### config.mk
export PLATFORM = sky130hd
export DESIGN_NAME = pc_fetch_ctrl
export DESIGN_NICKNAME = d
export VERILOG_FILES = /design/src/rtl/simple_processor_pkg.sv /design/src/rtl/fetch_fifo.sv /design/src/rtl/pc_fetch_ctrl.sv
export SDC_FILE = /design/constraint.sdc
export NUM_CORES = 1
export LEC_CHECK = 0
export CORE_UTILIZATION = 49
export CTS_BUF_LIST = sky130_fd_sc_hd__clkbuf_4 sky130_fd_sc_hd__clkbuf_8 sky130_fd_sc_hd__clkbuf_16
export DETAILED_ROUTE_END_ITERATION = 7
export HOLD_SLACK_MARGIN = 0.12
export PLACE_DENSITY = 0.74
export SLEW_MARGIN = 20
export SYNTH_ARGS = -nofsm -noshare
export SYNTH_HDL_FRONTEND = slang
export SYNTH_SLANG_ARGS = --single-unit
### constraint.sdc
create_clock -name clk_i -period 2.73 [get_ports clk_i]
set_clock_uncertainty 0.05 [all_clocks]
set_input_delay 0.6825 -clock clk_i [delete_from_list [all_inputs] [get_ports clk_i]]
set_output_delay 0.6825 -clock clk_i [all_outputs]
set_load 0.1 [all_outputs]
### src/rtl/simple_processor_pkg.sv
// ---------------------------------------------------------------------------
// | simple_processor_pkg                                                    |
// | Shared widths, fetch defaults and the fetch controller state type.      |
// | Revision: 1.0                                                           |
// ---------------------------------------------------------------------------
`default_nettype none

package simple_processor_pkg;

  localparam int unsigned ADDR_WIDTH        = 16;
  localparam int unsigned DATA_WIDTH        = 16;
  localparam int unsigned FETCH_INSTR_BYTES = 2;
  localparam int unsigned FETCH_FIFO_DEPTH  = 4;

  typedef enum logic [1:0] {
    ST_BOOT    = 2'd0,
    ST_IDLE    = 2'd1,
    ST_FETCH   = 2'd2,
    ST_DISCARD = 2'd3
  } fetch_state_e;

endpackage

`default_nettype wire

### src/rtl/fetch_fifo.sv
// ---------------------------------------------------------------------------
// | fetch_fifo                                                              |
// | Synchronous prefetch FIFO with push, pop, flush and occupancy count.    |
// | Revision: 1.0                                                           |
// ---------------------------------------------------------------------------
`default_nettype none

module fetch_fifo #(
  parameter int unsigned WIDTH = 32,
  parameter int unsigned DEPTH = 4
) (
  input  logic                     clk_i,
  input  logic                     arst_ni,
  input  logic                     flush_i,
  input  logic                     push_i,
  input  logic [WIDTH-1:0]         data_i,
  input  logic                     pop_i,
  output logic [WIDTH-1:0]         data_o,
  output logic [$clog2(DEPTH):0]   count_o,
  output logic                     empty_o
);

  localparam int unsigned PTR_W = $clog2(DEPTH);

  logic [WIDTH-1:0] mem_q [DEPTH];
  logic [WIDTH-1:0] mem_d [DEPTH];
  logic [PTR_W-1:0] wr_ptr_q, wr_ptr_d;
  logic [PTR_W-1:0] rd_ptr_q, rd_ptr_d;
  logic [PTR_W:0]   count_q, count_d;
  logic             do_push, do_pop;

  assign do_pop  = pop_i && (count_q != '0);
  assign do_push = push_i && ((count_q != (PTR_W+1)'(DEPTH)) || do_pop);

  always_comb begin
    mem_d    = mem_q;
    wr_ptr_d = wr_ptr_q;
    rd_ptr_d = rd_ptr_q;
    count_d  = count_q;
    if (flush_i) begin
      wr_ptr_d = '0;
      rd_ptr_d = '0;
      count_d  = '0;
    end else begin
      if (do_push) begin
        mem_d[wr_ptr_q] = data_i;
        wr_ptr_d        = wr_ptr_q + PTR_W'(1);
      end
      if (do_pop) begin
        rd_ptr_d = rd_ptr_q + PTR_W'(1);
      end
      count_d = count_q + (PTR_W+1)'(do_push) - (PTR_W+1)'(do_pop);
    end
  end

  always_ff @(posedge clk_i or negedge arst_ni) begin
    if (!arst_ni) begin
      wr_ptr_q <= '0;
      rd_ptr_q <= '0;
      count_q  <= '0;
    end else begin
      wr_ptr_q <= wr_ptr_d;
      rd_ptr_q <= rd_ptr_d;
      count_q  <= count_d;
    end
  end

  // Storage needs no reset: the head is masked to zero while empty.
  always_ff @(posedge clk_i) begin
    mem_q <= mem_d;
  end

  assign data_o  = (count_q != '0) ? mem_q[rd_ptr_q] : '0;
  assign count_o = count_q;
  assign empty_o = (count_q == '0);

endmodule

`default_nettype wire

### src/rtl/pc_fetch_ctrl.sv
// ---------------------------------------------------------------------------
// | pc_fetch_ctrl                                                           |
// | PC sequencer issuing single-outstanding fetches into a prefetch FIFO.   |
// | Option: PC_FETCH_ALIGN_CHECK_EN rejects misaligned redirect targets.    |
// | Revision: 1.0                                                           |
// ---------------------------------------------------------------------------
`default_nettype none

module pc_fetch_ctrl
  import simple_processor_pkg::*;
#(
  parameter int unsigned MEM_ADDR_WIDTH = ADDR_WIDTH,
  parameter int unsigned MEM_DATA_WIDTH = DATA_WIDTH,
  parameter int unsigned INSTR_BYTES    = FETCH_INSTR_BYTES,
  parameter int unsigned FIFO_DEPTH     = FETCH_FIFO_DEPTH
) (
  input  logic                      clk_i,
  input  logic                      arst_ni,
  input  logic [MEM_ADDR_WIDTH-1:0] boot_addr_i,
  input  logic                      redirect_i,
  input  logic [MEM_ADDR_WIDTH-1:0] redirect_addr_i,
  output logic                      imem_req_o,
  output logic [MEM_ADDR_WIDTH-1:0] imem_addr_o,
  input  logic [MEM_DATA_WIDTH-1:0] imem_rdata_i,
  input  logic                      imem_ack_i,
  output logic                      instr_valid_o,
  output logic [MEM_DATA_WIDTH-1:0] instr_o,
  output logic [MEM_ADDR_WIDTH-1:0] instr_pc_o,
  input  logic                      instr_ready_i,
  output logic                      misalign_o
);

  localparam int unsigned CNT_W = $clog2(FIFO_DEPTH) + 1;
  localparam logic [MEM_ADDR_WIDTH-1:0] ALIGN_MASK = MEM_ADDR_WIDTH'(INSTR_BYTES - 1);
  localparam logic [MEM_ADDR_WIDTH-1:0] PC_STEP    = MEM_ADDR_WIDTH'(INSTR_BYTES);

  fetch_state_e                       state_q, state_d;
  logic [MEM_ADDR_WIDTH-1:0]          pc_q, pc_d;
  logic                               misalign_q, misalign_d;
  logic                               misaligned, redirect_ok;
  logic [MEM_ADDR_WIDTH-1:0]          redirect_tgt;
  logic                               push, pop, flush;
  logic [CNT_W-1:0]                   count, occ_next;
  logic                               fifo_empty;
  logic [MEM_ADDR_WIDTH+MEM_DATA_WIDTH-1:0] head;

`ifdef PC_FETCH_ALIGN_CHECK_EN
  assign misaligned   = redirect_i && ((redirect_addr_i & ALIGN_MASK) != '0);
  assign redirect_ok  = redirect_i && !misaligned;
  assign redirect_tgt = redirect_addr_i;
`else
  assign misaligned   = 1'b0;
  assign redirect_ok  = redirect_i;
  assign redirect_tgt = redirect_addr_i & ~ALIGN_MASK;
`endif

  assign misalign_d = misaligned;
  assign flush      = redirect_ok;
  assign push       = (state_q == ST_FETCH) && imem_ack_i && !redirect_ok;
  assign pop        = instr_valid_o && instr_ready_i && !redirect_ok;

  // Occupancy after this edge; the outstanding slot is free whenever this is sampled.
  always_comb begin
    if (flush) begin
      occ_next = '0;
    end else begin
      occ_next = count + CNT_W'(push) - CNT_W'(pop);
    end
  end

  always_comb begin
    state_d = state_q;
    pc_d    = pc_q;
    case (state_q)
      ST_BOOT: begin
        pc_d    = boot_addr_i;
        state_d = ST_IDLE;
      end
      ST_IDLE: begin
        if (redirect_ok) begin
          pc_d = redirect_tgt;
        end
        if (occ_next < CNT_W'(FIFO_DEPTH)) begin
          state_d = ST_FETCH;
        end
      end
      ST_FETCH: begin
        if (redirect_ok) begin
          pc_d    = redirect_tgt;
          state_d = imem_ack_i ? ST_IDLE : ST_DISCARD;
        end else if (imem_ack_i) begin
          pc_d    = pc_q + PC_STEP;
          state_d = (occ_next < CNT_W'(FIFO_DEPTH)) ? ST_FETCH : ST_IDLE;
        end
      end
      ST_DISCARD: begin
        if (redirect_ok) begin
          pc_d = redirect_tgt;
        end
        if (imem_ack_i) begin
          state_d = ST_IDLE;
        end
      end
      default: state_d = ST_BOOT;
    endcase
  end

  always_ff @(posedge clk_i or negedge arst_ni) begin
    if (!arst_ni) begin
      state_q    <= ST_BOOT;
      pc_q       <= '0;
      misalign_q <= 1'b0;
    end else begin
      state_q    <= state_d;
      pc_q       <= pc_d;
      misalign_q <= misalign_d;
    end
  end

  fetch_fifo #(
    .WIDTH (MEM_ADDR_WIDTH + MEM_DATA_WIDTH),
    .DEPTH (FIFO_DEPTH)
  ) u_fetch_fifo (
    .clk_i   (clk_i),
    .arst_ni (arst_ni),
    .flush_i (flush),
    .push_i  (push),
    .data_i  ({pc_q, imem_rdata_i}),
    .pop_i   (pop),
    .data_o  (head),
    .count_o (count),
    .empty_o (fifo_empty)
  );

  assign imem_req_o    = (state_q == ST_FETCH);
  assign imem_addr_o   = pc_q;
  assign instr_valid_o = !fifo_empty;
  assign instr_pc_o    = head[MEM_ADDR_WIDTH+MEM_DATA_WIDTH-1:MEM_DATA_WIDTH];
  assign instr_o       = head[MEM_DATA_WIDTH-1:0];
  assign misalign_o    = misalign_q;

endmodule

`default_nettype wire

---- Word level (Yosys, flattened, before mapping) ----
Index checks and enable logic that the tools add are counted.
word-level totals
  register bits ........................... 153
cells by class
  add/subtract/negate cells ............... 7
  $lt $le $gt $ge ......................... 4
  eq/ne operators ......................... 8
  mux-type cells .......................... 24
  bitwise gates (word level) .............. 3
  reduce and logical (&&, ||, !) cells .... 19
operators by type and width
  kind                                                                           number
  128-bit bitwise mux                                                            1
  32-bit 2-to-1 mux                                                              4
  32-bit binary-select mux with 2-bit select                                     1
  32-bit demux with 2-bit select                                                 1
  16-bit 2-to-1 mux                                                              3
  16-bit case mux with 3 select lines                                            1
  2-bit 2-to-1 mux                                                               10
  16-bit by 2-bit adder with 16-bit output (second input constant)               1
  2-bit case mux with 4 select lines                                             1
  1-bit logical AND                                                              7
  3-bit by 1-bit adder with 3-bit output                                         2
  3-bit greater-or-equal comparator (second input constant)                      2
  3-bit 2-to-1 mux                                                               2
  2-bit inverter with 3-bit output                                               2
  3-bit by 1-bit subtractor with 3-bit output                                    2
  2-bit by 1-bit adder with 2-bit output (second input constant)                 2
  2-bit equality test (second input constant)                                    2
  2-bit != test (second input constant)                                          2
  2-bit AND reduction                                                            2
  2-bit nonzero test                                                             2
  3-bit zero test                                                                1
  3-bit by 1-bit less-than comparator with 1-bit output (second input constant)  1
  3-bit less-than comparator (second input constant)                             1
  3-bit by 2-bit != test with 1-bit output (second input constant)               1
  10 further kinds                                                               11

---- Longest topological paths before layout ----
  depth in word-level cells ............... 11
  depth in mapped cells ................... 11
  gate-level depth less buffers ........... 10

---- Modules after synthesis ----
Synthesis repeated with hierarchy kept, for this count alone.
unflattened totals
  cells, all modules ...................... 466
  area total of the unflattened synthesis .. 6927.9 µm²
modules (own cells, without submodules)
  module         instances  cells an instance  area an instance (µm²)
  fetch_fifo     1          250                5307.6
  pc_fetch_ctrl  1          216                1620.3

---- Worst setup path after synthesis ----
Ideal clock, no wire load.
  kind .................................... reg2reg
  start point ............................. register state_q[0]
  end point ............................... register u_fetch_fifo.mem_q[0] in the netlist's numbering (enable)
  setup time .............................. 392 ps
  data arrival time ....................... 3006 ps
  required time ........................... 2288 ps
  path slack .............................. -718 ps
  stages on the path, launching flop included .. 8
  clock period less this slack ............ 3448 ps
  cell sequence ........................... dfrtp_1 -> inv_1 -> ha_1 -> and2b_1 -> buf_4 -> nand2_2 -> a41oi_4 -> and2_1
on the way
  longest elaborated chain between the ends .. 5
RTL lines
  item                             line                  RTL
  start: declaration               pc_fetch_ctrl.sv:37   fetch_state_e state_q, state_d;
  start signal: assignment         pc_fetch_ctrl.sv:114  state_q <= state_d;
  2-bit equality test              -
  via imem_req_o                   pc_fetch_ctrl.sv:22   output logic imem_req_o,
  1-bit logical AND (2 in series)  pc_fetch_ctrl.sv:59   assign push = (state_q == ST_FETCH) && imem_ack_i && !redirect_ok;
  1-bit logical AND                fetch_fifo.sv:33      assign do_push = push_i && ((count_q != (PTR_W+1)'(DEPTH)) || do_pop);
  2-bit AND reduction (no line)    -
  end signal: assignment           fetch_fifo.sv:70      mem_q <= mem_d;
  end: declaration                 fetch_fifo.sv:25      logic [WIDTH-1:0] mem_q [DEPTH];
The timed path passes the listed nets, and every way through them passes these cells.
A chain may end at the register's enable or synchronous reset.

---- Worst setup path after layout ----
  start point ............................. register u_fetch_fifo.rd_ptr_q[0]
  end point ............................... output port instr_pc_o[11]
on the way
  longest elaborated chain between the ends .. 5
RTL lines
  item                                                    line                 RTL
  start: declaration                                      fetch_fifo.sv:28     logic [PTR_W-1:0] rd_ptr_q, rd_ptr_d;
  start signal: assignment                                fetch_fifo.sv:63     rd_ptr_q <= rd_ptr_d;
  2-bit inverter with 3-bit output (implied by the code)  fetch_fifo.sv:73     assign data_o = (count_q != '0) ? mem_q[rd_ptr_q] : '0;
  32-bit binary-select mux with 2-bit select              fetch_fifo.sv:73
  32-bit 2-to-1 mux (implied by the code) (2 in series)   fetch_fifo.sv:73
  32-bit 2-to-1 mux                                       fetch_fifo.sv:73
  end: declaration                                        pc_fetch_ctrl.sv:28  output logic [MEM_ADDR_WIDTH-1:0] instr_pc_o,
Every way passes these cells. The select of a mux whose other input is x is not followed.

==> results.sh <==
export IMPL_drive_gt1_frac=0.294
export IMPL_status="finished, final reports clean"
export IMPL_crit_family="multiplexers"
export IMPL_synth_distinct_cells=57
export IMPL_hold_slack_ps=542
export IMPL_combinationalPowerShare=0.491
export IMPL_nFillCells=933
export IMPL_drc=0
export IMPL_synth_top_area_cell="edfxtp_1"
export IMPL_dp_cells=729
export IMPL_wire_per_inst_um=19.6
export IMPL_fp_dieW_um=120
export IMPL_worstPathCellList="buf_4 > mux4_2 > and2_2 > buf_12"
export IMPL_ios=104
export IMPL_intPower_w=0.00605
export IMPL_grt_pass1_wl_mm=23.6
export IMPL_drtAntennaViolNets=0
export IMPL_synth_area_top_cells="edfxtp_1 56%, mux4_2 11%, dfrtp_1 9.1%"
export IMPL_dpl_hpwl_mm=9.94
export IMPL_synthAdderAreaFrac=0.0267
export IMPL_syn_area_um2=6840
export IMPL_final_cells=761
export IMPL_tightest_slew_ps=525
export IMPL_final_max_slew_violation_count=0
export IMPL_cts_buffers_inserted=17
export IMPL_synth_top_family_by_area="multiplexers"
export IMPL_h_tree_depth=4
export IMPL_crit_path_top_delay_cell="mux4_2"
export IMPL_globalplace_congestion=0.844
export IMPL_rsz0062_at_grt="false"
export IMPL_synth_top_area_frac=0.562
export IMPL_ir_drop_mv=0.619
export IMPL_clock_sinks=153
export IMPL_seq_area_frac_synth=0.653
export IMPL_seqPwrFrac=0.297
export IMPL_drt_iter0_drc=398
export IMPL_crit_fanout=6
export IMPL_fp_dieH_um=120
export IMPL_p_switching_w=0.00483
export IMPL_post_route_min_period_ps=2650
export IMPL_portBuffers=101
export IMPL_start_kind="flip-flop"
export IMPL_dr_pass1_iters=5
export IMPL_p_total_w=0.0109
export IMPL_max_cap_violations=0
export IMPL_relSlewSlack=0.650
export IMPL_hold_viol=0
export IMPL_finalSetupViolCount=0
export IMPL_cts_reportedPaths_clkPinSlew_ps=60
export IMPL_place_ws_ps=-21.6
export IMPL_synth_nets=516
export IMPL_areaGrowthSynthToFinish_pct=34.4
export IMPL_cts_tree="built"
export IMPL_setup_slack_ps=78.7
export IMPL_cts_root_buf="clkbuf_16"
export IMPL_track_usage=0.221
export IMPL_diodes=0
export IMPL_power_leakage_nw=3.27
export IMPL_clkPwrFrac=0.212
export IMPL_fin_nets=639
export IMPL_grt_antenna_before_repair=0
export IMPL_grt_start_max_net_pins=35
export IMPL_dieArea_um2=14400
export IMPL_worst_hold_path_type="reg2reg"
export IMPL_power_density_nw_per_um2=1180
export IMPL_swShare=0.444
export IMPL_muxShareOfSynthArea=0.107
export IMPL_drt_met1_wl_mm=6.22
export IMPL_vias=4348
export IMPL_grt_pass1_vias=4444
export IMPL_worst_ep_required_time_ps=2000
export IMPL_overflow=0
export IMPL_period_share=0.971
export IMPL_via_per_inst=5.71
export IMPL_critPathKind="reg2out"
export IMPL_wl_met2_mm=7.53
export IMPL_core_area_um2=13500
export IMPL_synth_simple_area_share=0.0900
export IMPL_routed_top_layer="met4"
export IMPL_ys_ff_latch=153
export IMPL_synth_xor_area_frac=0.0166
export IMPL_endpoint_kind="output port"
export IMPL_syn_inst=449
export IMPL_avgSynthCellArea_um2=15.2
export IMPL_crit_arrival_ps=1920
export IMPL_synth_edf_count=128
export IMPL_rows=42
export IMPL_setup_tns_final_ps=0
export IMPL_start_util=0.509
export IMPL_slowest_delay_ps=530
export IMPL_clock_latency_ps=420
export IMPL_wl_met3_um=904
export IMPL_ys_flop_type="edfxtp_1"
export IMPL_synth_compound_area_frac=0.0786
export IMPL_synth_async_reset_ratio=0.163
export IMPL_wirelength_mm=14.9
export IMPL_fmax_ghz=0.377
export IMPL_cp_num_buf_inv=2
export IMPL_yosysWarnings=0
export IMPL_clock_path_buffers=2
[stage by stage]
stage / cell area (um^2) / util
global route: 9200 / 0.684
CTS: 9180 / 0.682
finish: 9200 / 0.684
detailed placement: 8590 / 0.639
global placement: 8590 / 0.639
floorplan: 6870 / -
[flip-flops by register name, indices dropped and copies added, names as in the netlist]
| register | flops |
|---|---|
| u_fetch_fifo.mem_q | 128 |
| imem_addr_o | 16 |
| u_fetch_fifo.count_o | 3 |
| state_q | 2 |
| u_fetch_fifo.rd_ptr_q | 2 |
| u_fetch_fifo.wr_ptr_q | 2 |
[per-layer routing]
| metal | vias to the layer above | track usage |
|---|---|---|
| met3 | 22 | 0.0453 |
| met2 | 169 | 0.367 |
| li1 | 1969 | - |
| met4 | 0 | 0.0781 |
| met5 | - | 0 |
| met1 | 2188 | 0.290 |
[synth_stat cells, types with 3 or more instances]
cell,number
mux4_2,32
nand3_1,10
a211oi_1,3
buf_4,4
nor2_1,22
edfxtp_1,128
clkbuf_1,13
o22ai_1,3
inv_1,15
nand2_1,24
or3_1,3
o21ai_1,7
a21oi_1,13
and3_1,3
o21ai_0,19
o31ai_1,3
o21a_1,4
buf_2,7
ha_1,13
xor2_1,6
and2_1,38
nor3_1,3
dfrtp_1,25
a221oi_1,5
xnor2_1,7
[worst reg2reg max path, delay by kind of cell, from the launching register on]
kind                     cells  cell delay, ps
AO/OA/AOI/OAI                3             410
flip-flops                   1             440
AND/OR/NAND/NOR              3             600
buffers and inverters        1              50
XOR/XNOR                     1             250
adder cells (fa/ha/maj)      2             390
[area by class of cell]
class	instances	area, um^2	share of cell area
Inverter	16	60.1	0.00653
Clock inverter	15	163	0.0177
Sequential cell	153	4470	0.486
Multi-Input combinational cell	254	2230	0.242
Clock buffer	17	425	0.0462
Timing Repair Buffer	130	1630	0.177
Tap cell	176	220	0.0239
[path summary, 6_finish.rpt]
kind | start | depth (start not counted) | slack [ps] | to
max in group asynchronous | arst_ni | 2 | 1750 | u_fetch_fifo.rd_ptr_q[0]$_DFFE_PN0P_
worst min register to register | imem_addr_o[0]$_DFFE_PN0P_ | 0 | 540 | u_fetch_fifo.mem_q[48]$_DFFE_PP_
min in group asynchronous | arst_ni | 2 | 580 | imem_addr_o[14]$_DFFE_PN0P_
worst min-delay path | imem_addr_o[0]$_DFFE_PN0P_ | 0 | 540 | u_fetch_fifo.mem_q[48]$_DFFE_PP_
worst max-delay path | u_fetch_fifo.rd_ptr_q[0]$_DFFE_PN0P_ | 4 | 80 | instr_pc_o[11]
worst max register to register | u_fetch_fifo.count_o[1]$_DFF_PN0_ | 10 | 420 | state_q[1]$_DFFE_PN0P_
[cell usage in the layout (no fill, tap or decap), types with 4 or more instances in the layout]
cell             Yosys  layout
o21ai_1              7       7
clkdlybuf4s50_1      0      51
and2_4               0       7
xnor2_1              7       7
dfrtp_1             25      23
clkbuf_16            0      17
nand3_1             10      10
and2_1              38      21
xor2_1               6       6
o21ai_0             19      19
a21oi_1             13      13
mux4_2              32      32
inv_1               15      15
inv_6                0       5
a221oi_1             5       5
nand2_1             24      24
ha_1                13      12
nor2_1              22      22
buf_12               0      42
and2_2               0      10
edfxtp_1           128     128
o21a_1               4       4
buf_4                4      36
[kinds of logic after synthesis]
| kind of cell | Yosys count |
|---|---|
| AOI/OAI and AO/OA | 77 |
| xor gates and xnor gates | 13 |
| adders and majority gates | 14 |
| buffers and inverters | 42 |
| DFF | 153 |
| muxes | 33 |
| other | 1 |
| and+or+nand+nor | 116 |
[power by group through the flow]
stage                     Clock [W]  Sequential [W]  Combinational, W
final                       0.00231         0.00323           0.00535
after global routing        0.00243         0.00327           0.00560
after CTS                   0.00234         0.00322           0.00533
after detailed placement          0         0.00327           0.00531
after global placement            0         0.00324           0.00524
after floorplan                   0         0.00397           0.00287
[timing repair]
action / CTS / global route
setup buffers: 0 / 0
resized for setup: 0 / 9
setup endpoints to repair: 0 / 12
hold buffers: 0 / 0
(Power assumes the default switching activity.)
